<file path="src/rtl/fb_pkg.sv">
// Shared types and defaults for the rectangle framebuffer writer.
package fb_pkg;

    localparam int FB_DEFAULT_WIDTH  = 320;
    localparam int FB_DEFAULT_HEIGHT = 180;

    typedef enum logic [1:0] {
        OP_FILL  = 2'd0,
        OP_CLEAR = 2'd1,
        OP_SWAP  = 2'd2,
        OP_NOP   = 2'd3
    } fb_op_t;

    typedef logic [15:0] rgb565_t;

    typedef enum logic [1:0] {
        ST_IDLE = 2'd0,
        ST_DRAW = 2'd1,
        ST_SWAP = 2'd2
    } fb_state_t;

endpackage

</file>
<file path="src/rtl/fb_rect_writer_if.sv">
// Framebuffer write bus: the writer drives pixels and buffer swaps, the memory side may drive debug_read.
interface frame_buffer_bus #(
    parameter int ADDR_W = 16
);
    logic [15:0]       write_data;
    logic [ADDR_W-1:0] write_addr;
    logic              write_enable;
    logic              write_clk;
    logic              swap_buffer;
    logic [15:0]       debug_read;

    modport WRITE (
        output write_data,
        output write_addr,
        output write_enable,
        output write_clk,
        output swap_buffer
    );

    modport READ (
        input  write_data,
        input  write_addr,
        input  write_enable,
        input  write_clk,
        input  swap_buffer,
        output debug_read
    );
endinterface

</file>
<file path="src/rtl/fb_rect_clip.sv">
// Combinational clip of a rectangle against the framebuffer; x1/y1 are exclusive bounds.
module fb_rect_clip #(
    parameter int FB_WIDTH  = 320,
    parameter int FB_HEIGHT = 180
) (
    input  logic [8:0] x,
    input  logic [7:0] y,
    input  logic [8:0] w,
    input  logic [7:0] h,
    output logic [8:0] x0,
    output logic [7:0] y0,
    output logic [9:0] x1,
    output logic [8:0] y1,
    output logic       empty
);
    localparam logic [9:0] W_L = 10'(FB_WIDTH);
    localparam logic [8:0] H_L = 9'(FB_HEIGHT);

    logic [9:0] x_sum;
    logic [8:0] y_sum;

    // Sums are one bit wider so x+w / y+h never wrap before the clamp.
    always_comb begin
        x_sum = {1'b0, x} + {1'b0, w};
        y_sum = {1'b0, y} + {1'b0, h};
        x0    = x;
        y0    = y;
        x1    = (x_sum > W_L) ? W_L : x_sum;
        y1    = (y_sum > H_L) ? H_L : y_sum;
        empty = (w == 9'd0) || (h == 8'd0) ||
                ({1'b0, x} >= W_L) || ({1'b0, y} >= H_L);
    end

endmodule

</file>
<file path="src/rtl/fb_rect_writer.sv">
// Rectangle fill/clear/swap engine driving a framebuffer write bus.
// Optional pixel counter enabled by defining FB_WRITER_PIXEL_COUNT_EN.
module fb_rect_writer
    import fb_pkg::*;
#(
    parameter  int FB_WIDTH  = FB_DEFAULT_WIDTH,
    parameter  int FB_HEIGHT = FB_DEFAULT_HEIGHT,
    localparam int FB_SIZE   = $clog2(FB_WIDTH * FB_HEIGHT)
) (
    input  logic                 clk_in,
    input  logic                 rst_in,
    // A command transfers on a rising edge where cmd_valid && cmd_ready; cmd_* are don't-care otherwise.
    input  logic                 cmd_valid,
    output logic                 cmd_ready,
    input  fb_op_t               cmd_op,
    input  logic [8:0]           cmd_x,
    input  logic [7:0]           cmd_y,
    input  logic [8:0]           cmd_w,
    input  logic [7:0]           cmd_h,
    input  rgb565_t              cmd_color,
    output logic                 busy,
    frame_buffer_bus.WRITE       bus,
    output fb_state_t            state_dbg
`ifdef FB_WRITER_PIXEL_COUNT_EN
    ,
    output logic [31:0]          pixel_count
`endif
);
    localparam logic [FB_SIZE-1:0] W_A = FB_SIZE'(FB_WIDTH);

    fb_state_t          state_q, state_d;
    logic               cmd_ready_q, cmd_ready_d;
    logic               we_q, we_d;
    logic               swap_q, swap_d;
    logic [FB_SIZE-1:0] addr_q, addr_d;
    rgb565_t            data_q, data_d;
    logic [8:0]         cur_x_q, cur_x_d;
    logic [7:0]         cur_y_q, cur_y_d;
    logic [8:0]         x0_q, x0_d;
    logic [9:0]         x1_q, x1_d;
    logic [8:0]         y1_q, y1_d;
    logic [FB_SIZE-1:0] row_base_q, row_base_d;

    logic [8:0] clip_in_x, clip_in_w;
    logic [7:0] clip_in_y, clip_in_h;
    logic [8:0] clip_x0;
    logic [7:0] clip_y0;
    logic [9:0] clip_x1;
    logic [8:0] clip_y1;
    logic       clip_empty;
    logic       x_last, y_last;

    // A clear is simply a fill of the whole framebuffer.
    always_comb begin
        if (cmd_op == OP_CLEAR) begin
            clip_in_x = 9'd0;
            clip_in_y = 8'd0;
            clip_in_w = 9'(FB_WIDTH);
            clip_in_h = 8'(FB_HEIGHT);
        end else begin
            clip_in_x = cmd_x;
            clip_in_y = cmd_y;
            clip_in_w = cmd_w;
            clip_in_h = cmd_h;
        end
    end

    fb_rect_clip #(
        .FB_WIDTH  (FB_WIDTH),
        .FB_HEIGHT (FB_HEIGHT)
    ) u_clip (
        .x     (clip_in_x),
        .y     (clip_in_y),
        .w     (clip_in_w),
        .h     (clip_in_h),
        .x0    (clip_x0),
        .y0    (clip_y0),
        .x1    (clip_x1),
        .y1    (clip_y1),
        .empty (clip_empty)
    );

    always_comb begin
        state_d    = state_q;
        we_d       = 1'b0;
        swap_d     = 1'b0;
        addr_d     = addr_q;
        data_d     = data_q;
        cur_x_d    = cur_x_q;
        cur_y_d    = cur_y_q;
        x0_d       = x0_q;
        x1_d       = x1_q;
        y1_d       = y1_q;
        row_base_d = row_base_q;
        x_last     = (({1'b0, cur_x_q} + 10'd1) == x1_q);
        y_last     = (({1'b0, cur_y_q} + 9'd1) == y1_q);

        case (state_q)
            ST_IDLE: begin
                if (cmd_valid) begin
                    case (cmd_op)
                        OP_FILL, OP_CLEAR: begin
                            if (!clip_empty) begin
                                state_d    = ST_DRAW;
                                we_d       = 1'b1;
                                cur_x_d    = clip_x0;
                                cur_y_d    = clip_y0;
                                x0_d       = clip_x0;
                                x1_d       = clip_x1;
                                y1_d       = clip_y1;
                                // Constant-coefficient product, only for the first row base.
                                row_base_d = FB_SIZE'(clip_y0) * W_A;
                                addr_d     = row_base_d + FB_SIZE'(clip_x0);
                                data_d     = cmd_color;
                            end
                        end
                        OP_SWAP: begin
                            state_d = ST_SWAP;
                            swap_d  = 1'b1;
                        end
                        default: ;
                    endcase
                end
            end
            ST_DRAW: begin
                if (x_last && y_last) begin
                    state_d = ST_IDLE;
                end else if (x_last) begin
                    we_d       = 1'b1;
                    cur_x_d    = x0_q;
                    cur_y_d    = cur_y_q + 8'd1;
                    row_base_d = row_base_q + W_A;
                    addr_d     = row_base_q + W_A + FB_SIZE'(x0_q);
                end else begin
                    we_d    = 1'b1;
                    cur_x_d = cur_x_q + 9'd1;
                    addr_d  = addr_q + FB_SIZE'(1);
                end
            end
            ST_SWAP: state_d = ST_IDLE;
            default: state_d = ST_IDLE;
        endcase

        cmd_ready_d = (state_d == ST_IDLE);
    end

`ifdef FB_WRITER_PIXEL_COUNT_EN
    logic [31:0] pixel_count_q, pixel_count_d;

    always_comb begin
        pixel_count_d = we_q ? (pixel_count_q + 32'd1) : pixel_count_q;
    end

    always_ff @(posedge clk_in) begin
        if (rst_in) pixel_count_q <= 32'd0;
        else        pixel_count_q <= pixel_count_d;
    end

    assign pixel_count = pixel_count_q;
`else
    // No pixel counter in this build.
`endif

    always_ff @(posedge clk_in) begin
        if (rst_in) begin
            state_q     <= ST_IDLE;
            cmd_ready_q <= 1'b1;
            we_q        <= 1'b0;
            swap_q      <= 1'b0;
            addr_q      <= '0;
            data_q      <= '0;
            cur_x_q     <= '0;
            cur_y_q     <= '0;
            x0_q        <= '0;
            x1_q        <= '0;
            y1_q        <= '0;
            row_base_q  <= '0;
        end else begin
            state_q     <= state_d;
            cmd_ready_q <= cmd_ready_d;
            we_q        <= we_d;
            swap_q      <= swap_d;
            addr_q      <= addr_d;
            data_q      <= data_d;
            cur_x_q     <= cur_x_d;
            cur_y_q     <= cur_y_d;
            x0_q        <= x0_d;
            x1_q        <= x1_d;
            y1_q        <= y1_d;
            row_base_q  <= row_base_d;
        end
    end

    assign cmd_ready        = cmd_ready_q;
    assign busy             = ~cmd_ready_q;
    assign state_dbg        = state_q;
    assign bus.write_clk    = clk_in;
    assign bus.write_enable = we_q;
    assign bus.swap_buffer  = swap_q;
    assign bus.write_addr   = addr_q;
    assign bus.write_data   = data_q;

endmodule

</file>
<file path="src/flat_wrapper.sv">
// flat-port wrapper written by rule: the top's interface ports become plain ports
module fb_rect_writer_flat import fb_pkg::*;
#(
    parameter  int FB_WIDTH  = FB_DEFAULT_WIDTH,
    parameter  int FB_HEIGHT = FB_DEFAULT_HEIGHT,
    localparam int FB_SIZE   = $clog2(FB_WIDTH * FB_HEIGHT)
)
  (clk_in, rst_in, cmd_valid, cmd_ready, cmd_op, cmd_x, cmd_y, cmd_w, cmd_h, cmd_color, busy, state_dbg, bus_write_data, bus_write_addr, bus_write_enable, bus_write_clk, bus_swap_buffer);
  frame_buffer_bus #(.ADDR_W((16))) bus_i ();
  input  logic clk_in;
  input  logic rst_in;
  input  logic cmd_valid;
  output logic cmd_ready;
  input  fb_op_t cmd_op;
  input  logic [8:0] cmd_x;
  input  logic [7:0] cmd_y;
  input  logic [8:0] cmd_w;
  input  logic [7:0] cmd_h;
  input  rgb565_t cmd_color;
  output logic busy;
  output fb_state_t state_dbg;
  output wire logic [$bits(bus_i.write_data)-1:0] bus_write_data;
  output wire logic [$bits(bus_i.write_addr)-1:0] bus_write_addr;
  output wire logic [$bits(bus_i.write_enable)-1:0] bus_write_enable;
  output wire logic [$bits(bus_i.write_clk)-1:0] bus_write_clk;
  output wire logic [$bits(bus_i.swap_buffer)-1:0] bus_swap_buffer;
  assign bus_write_data = bus_i.write_data;
  assign bus_write_addr = bus_i.write_addr;
  assign bus_write_enable = bus_i.write_enable;
  assign bus_write_clk = bus_i.write_clk;
  assign bus_swap_buffer = bus_i.swap_buffer;
  fb_rect_writer #(.FB_WIDTH(FB_WIDTH), .FB_HEIGHT(FB_HEIGHT)) u_core (.clk_in(clk_in), .rst_in(rst_in), .cmd_valid(cmd_valid), .cmd_ready(cmd_ready), .cmd_op(cmd_op), .cmd_x(cmd_x), .cmd_y(cmd_y), .cmd_w(cmd_w), .cmd_h(cmd_h), .cmd_color(cmd_color), .busy(busy), .bus(bus_i), .state_dbg(state_dbg));
endmodule
</file>
<file path="config.mk">
export PLATFORM = sky130hd
export DESIGN_NAME = fb_rect_writer_flat
export DESIGN_NICKNAME = d
export VERILOG_FILES = /design/src/rtl/fb_pkg.sv /design/src/rtl/fb_rect_writer_if.sv /design/src/rtl/fb_rect_clip.sv /design/src/rtl/fb_rect_writer.sv /design/src/flat_wrapper.sv
export SDC_FILE = /design/constraint.sdc
export NUM_CORES = 1
export LEC_CHECK = 0
export CAP_MARGIN = 15
export CORE_UTILIZATION = 57
export DETAILED_ROUTE_END_ITERATION = 6
export PLACE_DENSITY = 0.95
export SETUP_SLACK_MARGIN = 0.05
export SYNTH_ARGS = -nofsm -noshare
export SYNTH_HDL_FRONTEND = slang
export SYNTH_SLANG_ARGS = --single-unit
</file>
<file path="constraint.sdc">
create_clock -name clk_in -period 8.55 [get_ports clk_in]
set_clock_uncertainty 0.2 [all_clocks]
set_input_delay 1.2825 -clock clk_in [delete_from_list [all_inputs] [get_ports clk_in]]
set_output_delay 1.2825 -clock clk_in [all_outputs]
set_load 0.1 [all_outputs]
</file>
Word-level counts from Yosys, hierarchy flattened. Cells that the tools add are included.

Register bits after elaboration: 98. Output and inout bits: 39. Bits in writable memories: 0. Bits in latches: 0. ROM bits: 0. Word-level logic and storage cells: 97. Input bits: 55. Memories kept: 0.

Magnitude comparators: 4. Shift operators: 0. Reduce and logical (&&, ||, !) cells: 15. Multiply operators: 1. Equal/unequal tests: 10. Divide/modulo/power cells: 0. Multiplexer cells: 41. Bitwise gates (word level): 4. Add/subtract/negate cells: 10.

Operators with widths (number): $mux 16 (10); $mux 9 (8); $pmux 16 s2 (2); $mux 8 (7); $add 16x9->16 (2); $pmux 9 s2 (1); $add 16x1->16 const B (1); $add 16x9->16 const B (1); $pmux 8 s2 (1); $add 9x1->10 const B (1); $add 9x9->10 (1); $eq 10x10->1 (1); $gt 10x9->1 const B (1); $mul 8x3->10 const B (1); $mux 10 (1); $add 8x1->9 const B (1); $add 8x8->9 (1); $add 9x1->9 const B (1); $eq 9x9->1 (1); $ge 9x9->1 const B (1); $gt 9x8->1 const B (1); $logic_not 9->1 (1); $add 8x1->8 const B (1); $ge 8x8->1 const B (1); 19 further kinds (37).

Depth between registers and ports, before layout.
Depth in word-level cells: 11. Gate-level depth with buffers: 16. Mapped depth without buffers: 13.

Modules after synthesis. A second synthesis with hierarchy kept.

Cell total of the unflattened synthesis: 941. Area, all modules: 7126.8 sq um.

By module, submodules not included: fb_rect_writer (instances 1, seq. area each 1841.8 sq um, cells an instance 782, area an instance 5938.2 sq um); fb_rect_clip (instances 1, seq. area each 0.0 sq um, cells an instance 159, area an instance 1188.6 sq um).

==> summary.md <==
| Metric | Value |
|---|---|
| Cts hold-fix bufs | 0 |
| Slew Limit Fails | 0 |
| Top post-synthesis cells by count | nand2_1 (110), a21oi_1 (93), dfxtp_1 (92) |
| CTS tree | yes |
| Worst-path fanout max | 2 |
| Unique masters post-synth | between 70 and 80 |
| IO Pins | 94 |
| Layout cells sized above 1 | 0.0534 |
| Post-CTS Setup Bufs | 0 |
| Most frequent cell after synthesis | nand2_1 |
| IO Port Bufs | 93 |
| Die Ht | 110 um |
| Largest net degree at the start of global routing | 67 |
| Gr usage total | 0.320 |
| First-pass GRT wire length | around 30 mm |
| WP data arrival | 5.47 ns |
| Post-synth net total | between 900 and 1000 |
| Antenna Cells | 0 |
| Sequential cell area fraction in the yosys report | 0.275 |
| Die area | 12200 um^2 |
| Failing checks | DRC |
| Max-cap violations | 0 |
| Router iterations before antenna repair | 7 |
| Worst slew pin tran | 1.20 ns |
| Post-Place Cell Area | 7610 um^2 |
| Routed vias | 7066 |
| Status | finished with violations |
| Rows | 39 |
| Synth Register Bits | 92 |
| Setup tns final | 0 ns |
| Routed length per instance | 18.3 um |
| Mean post-synth cell area | 7.63 um^2 |
| Yosys warning count | 0 |
| DR vias/cell | 6.55 |
| Top cells by area, synth | dfxtp_1 (28%), a21oi_1 (7.0%), xnor2_1 (6.7%) |
| CP required | between 7 and 8 ns |
| Initial core utilization | 0.586 |
| Final instance area | 7990 um^2 |
| CP endpoint kind | primary output |
| Cells after Synth | 877 |
| Post-DRT Antenna Nets | 0 |
| Final Wtd Congestion | 0.935 |
| Die width | 110 um |
| Nets@finish | 1017 |
| RSZ-0062 raised after global routing | no |
| EDFF count, synth | 0 |
| Post-synth ARST share | 0 |
| Final Hold Vio Count | 0 |
| CP Launch Type | clock port |
| CP Class | clock port to primary output |
| Slew HR | 0.198 |
| Static Leakage | 0.00296 uW |
| Dpl hpwl | about 13 mm |
| Hold/Removal Path Class | flip-flop to flip-flop |
| DR DRC count | 1 |
| Final setup fails | 0 |
| Mapped Area | about 6700 um^2 |
| Proportion of netlist area held by the largest area contributor | 0.275 |
| Routed WL | ~20 mm |
| Top_reg_cell synth | dfxtp_1 |
| Violation count after the first detailed-route iteration | 737 |
| Final Worst Setup Slack | 1.60 ns |
| Pwr Density | 183 nW/um^2 |
| Layout area overhead | 19.5% |
| Number of global-route vias before repair | 6400 |
| Core Area | 11400 um^2 |
| Resize count post-CTS | 0 |
| Dpl ws | 1.85 ns |
| Clk_lat worst skew | 0.46 ns |
| Congestion Overflow GR | 0 |
| Peak VDD IR | 0.000123 V |
| Initial antenna violation count | 0 |
| Reg clk slew, reported paths | 0.07 ns |
| Cell taking the most area after synthesis | dfxtp_1 |
==> state kept, by name, summed over array words and instances, names as in the netlist <==
signal,cells
u_core.y1_q,9
u_core.row_base_q,10
u_core.state_dbg,2
u_core.cmd_ready,1
u_core.x0_q,9
u_core.cur_x_q,9
u_core.bus.swap_buffer,1
u_core.cur_y_q,8
u_core.bus.write_addr,16
u_core.bus.write_enable,1
u_core.x1_q,10
u_core.bus.write_data,16
==> power by group <==
part | internal (uW) | switching, uW
logic | 163 | 295
clock network | 272 | 241
registers | 455 | 35.3
==> cell families (layout without fill, tap and decap cells) <==
logic type / count (synthesis) / after routing / synth area share
AND/OR/NAND/NOR: 332 / 332 / 0.245
flip-flops: 92 / 92 / 0.275
XOR/XNOR: 85 / 85 / 0.115
adder cells (fa/ha/maj): 35 / 35 / 0.0662
multiplexers: 11 / 11 / 0.0168
AO/OA/AOI/OAI: 246 / 246 / 0.235
buffers and inverters: 76 / 135 / 0.0467
==> final timing paths <==
check	slack (ns)	depth (start not counted)	start	endpoint
worst max-delay path	1.60	3	clk_in	bus_write_clk
worst min-delay path	0.26	2	u_core.bus.write_data[13]	u_core.bus.write_data[13]
worst max register to register	4.48	9	u_core.cur_x_q[0]	u_core.bus.write_addr[14]
worst min register to register	0.26	2	u_core.bus.write_data[13]	u_core.bus.write_data[13]
==> stage by stage <==
stage               hold WS, ns  total power (uW)  cells   util
floorplan                 0.237               866    877      -
global placement          0.241               973   1059  0.667
detailed placement        0.245               983   1059  0.667
CTS                       0.259              1440   1078  0.699
global route              0.280              1520   1079  0.700
finish                    0.256              1460   1079  0.700
==> placed cells by master (no fill, tap or decap), types with 6 or more instances in the layout <==
cell type        count
o32ai_1              8
a211oi_1             6
and3_1              16
nor3_1              25
nand4_1              6
a22o_1              10
a21o_1               7
nor2_1              69
dfxtp_1             92
ha_1                29
nand2_1            110
a31oi_1             10
nor4_1              10
buf_4                7
and2_1              22
nand3_1             25
nand2b_1             9
mux2i_1              9
a21oi_1             93
xor2_1              32
o211ai_1             9
or3_1                6
o21ai_0             49
clkdlybuf4s50_1     92
a31o_2               6
clkbuf_16           12
xnor2_1             51
inv_1               15
==> per-layer routing <==
metal	GRT usage	vias up	share of wire
met5	0	-	0
met4	0.148	0	0.038
met3	0.0606	97	0.088
met2	0.529	453	0.48
met1	0.402	3275	0.39
li1	-	3241	-
==> worst max-delay path, cell delays in order <==
cell             delay, ns
clkbuf_16             0.12
clkbuf_16             0.13
clkdlybuf4s50_1       0.95
==> cell type report <==
class,count,area [um^2]
Sequential cell,92,1840
Clock buffer,13,310
Fill cell,867,3420
Timing Repair Buffer,100,983
Clock inverter,7,67.6
Inverter,15,56.3
Tap cell,143,179
Multi-Input combinational cell,709,4560
Power figures use the tool's default switching activity.
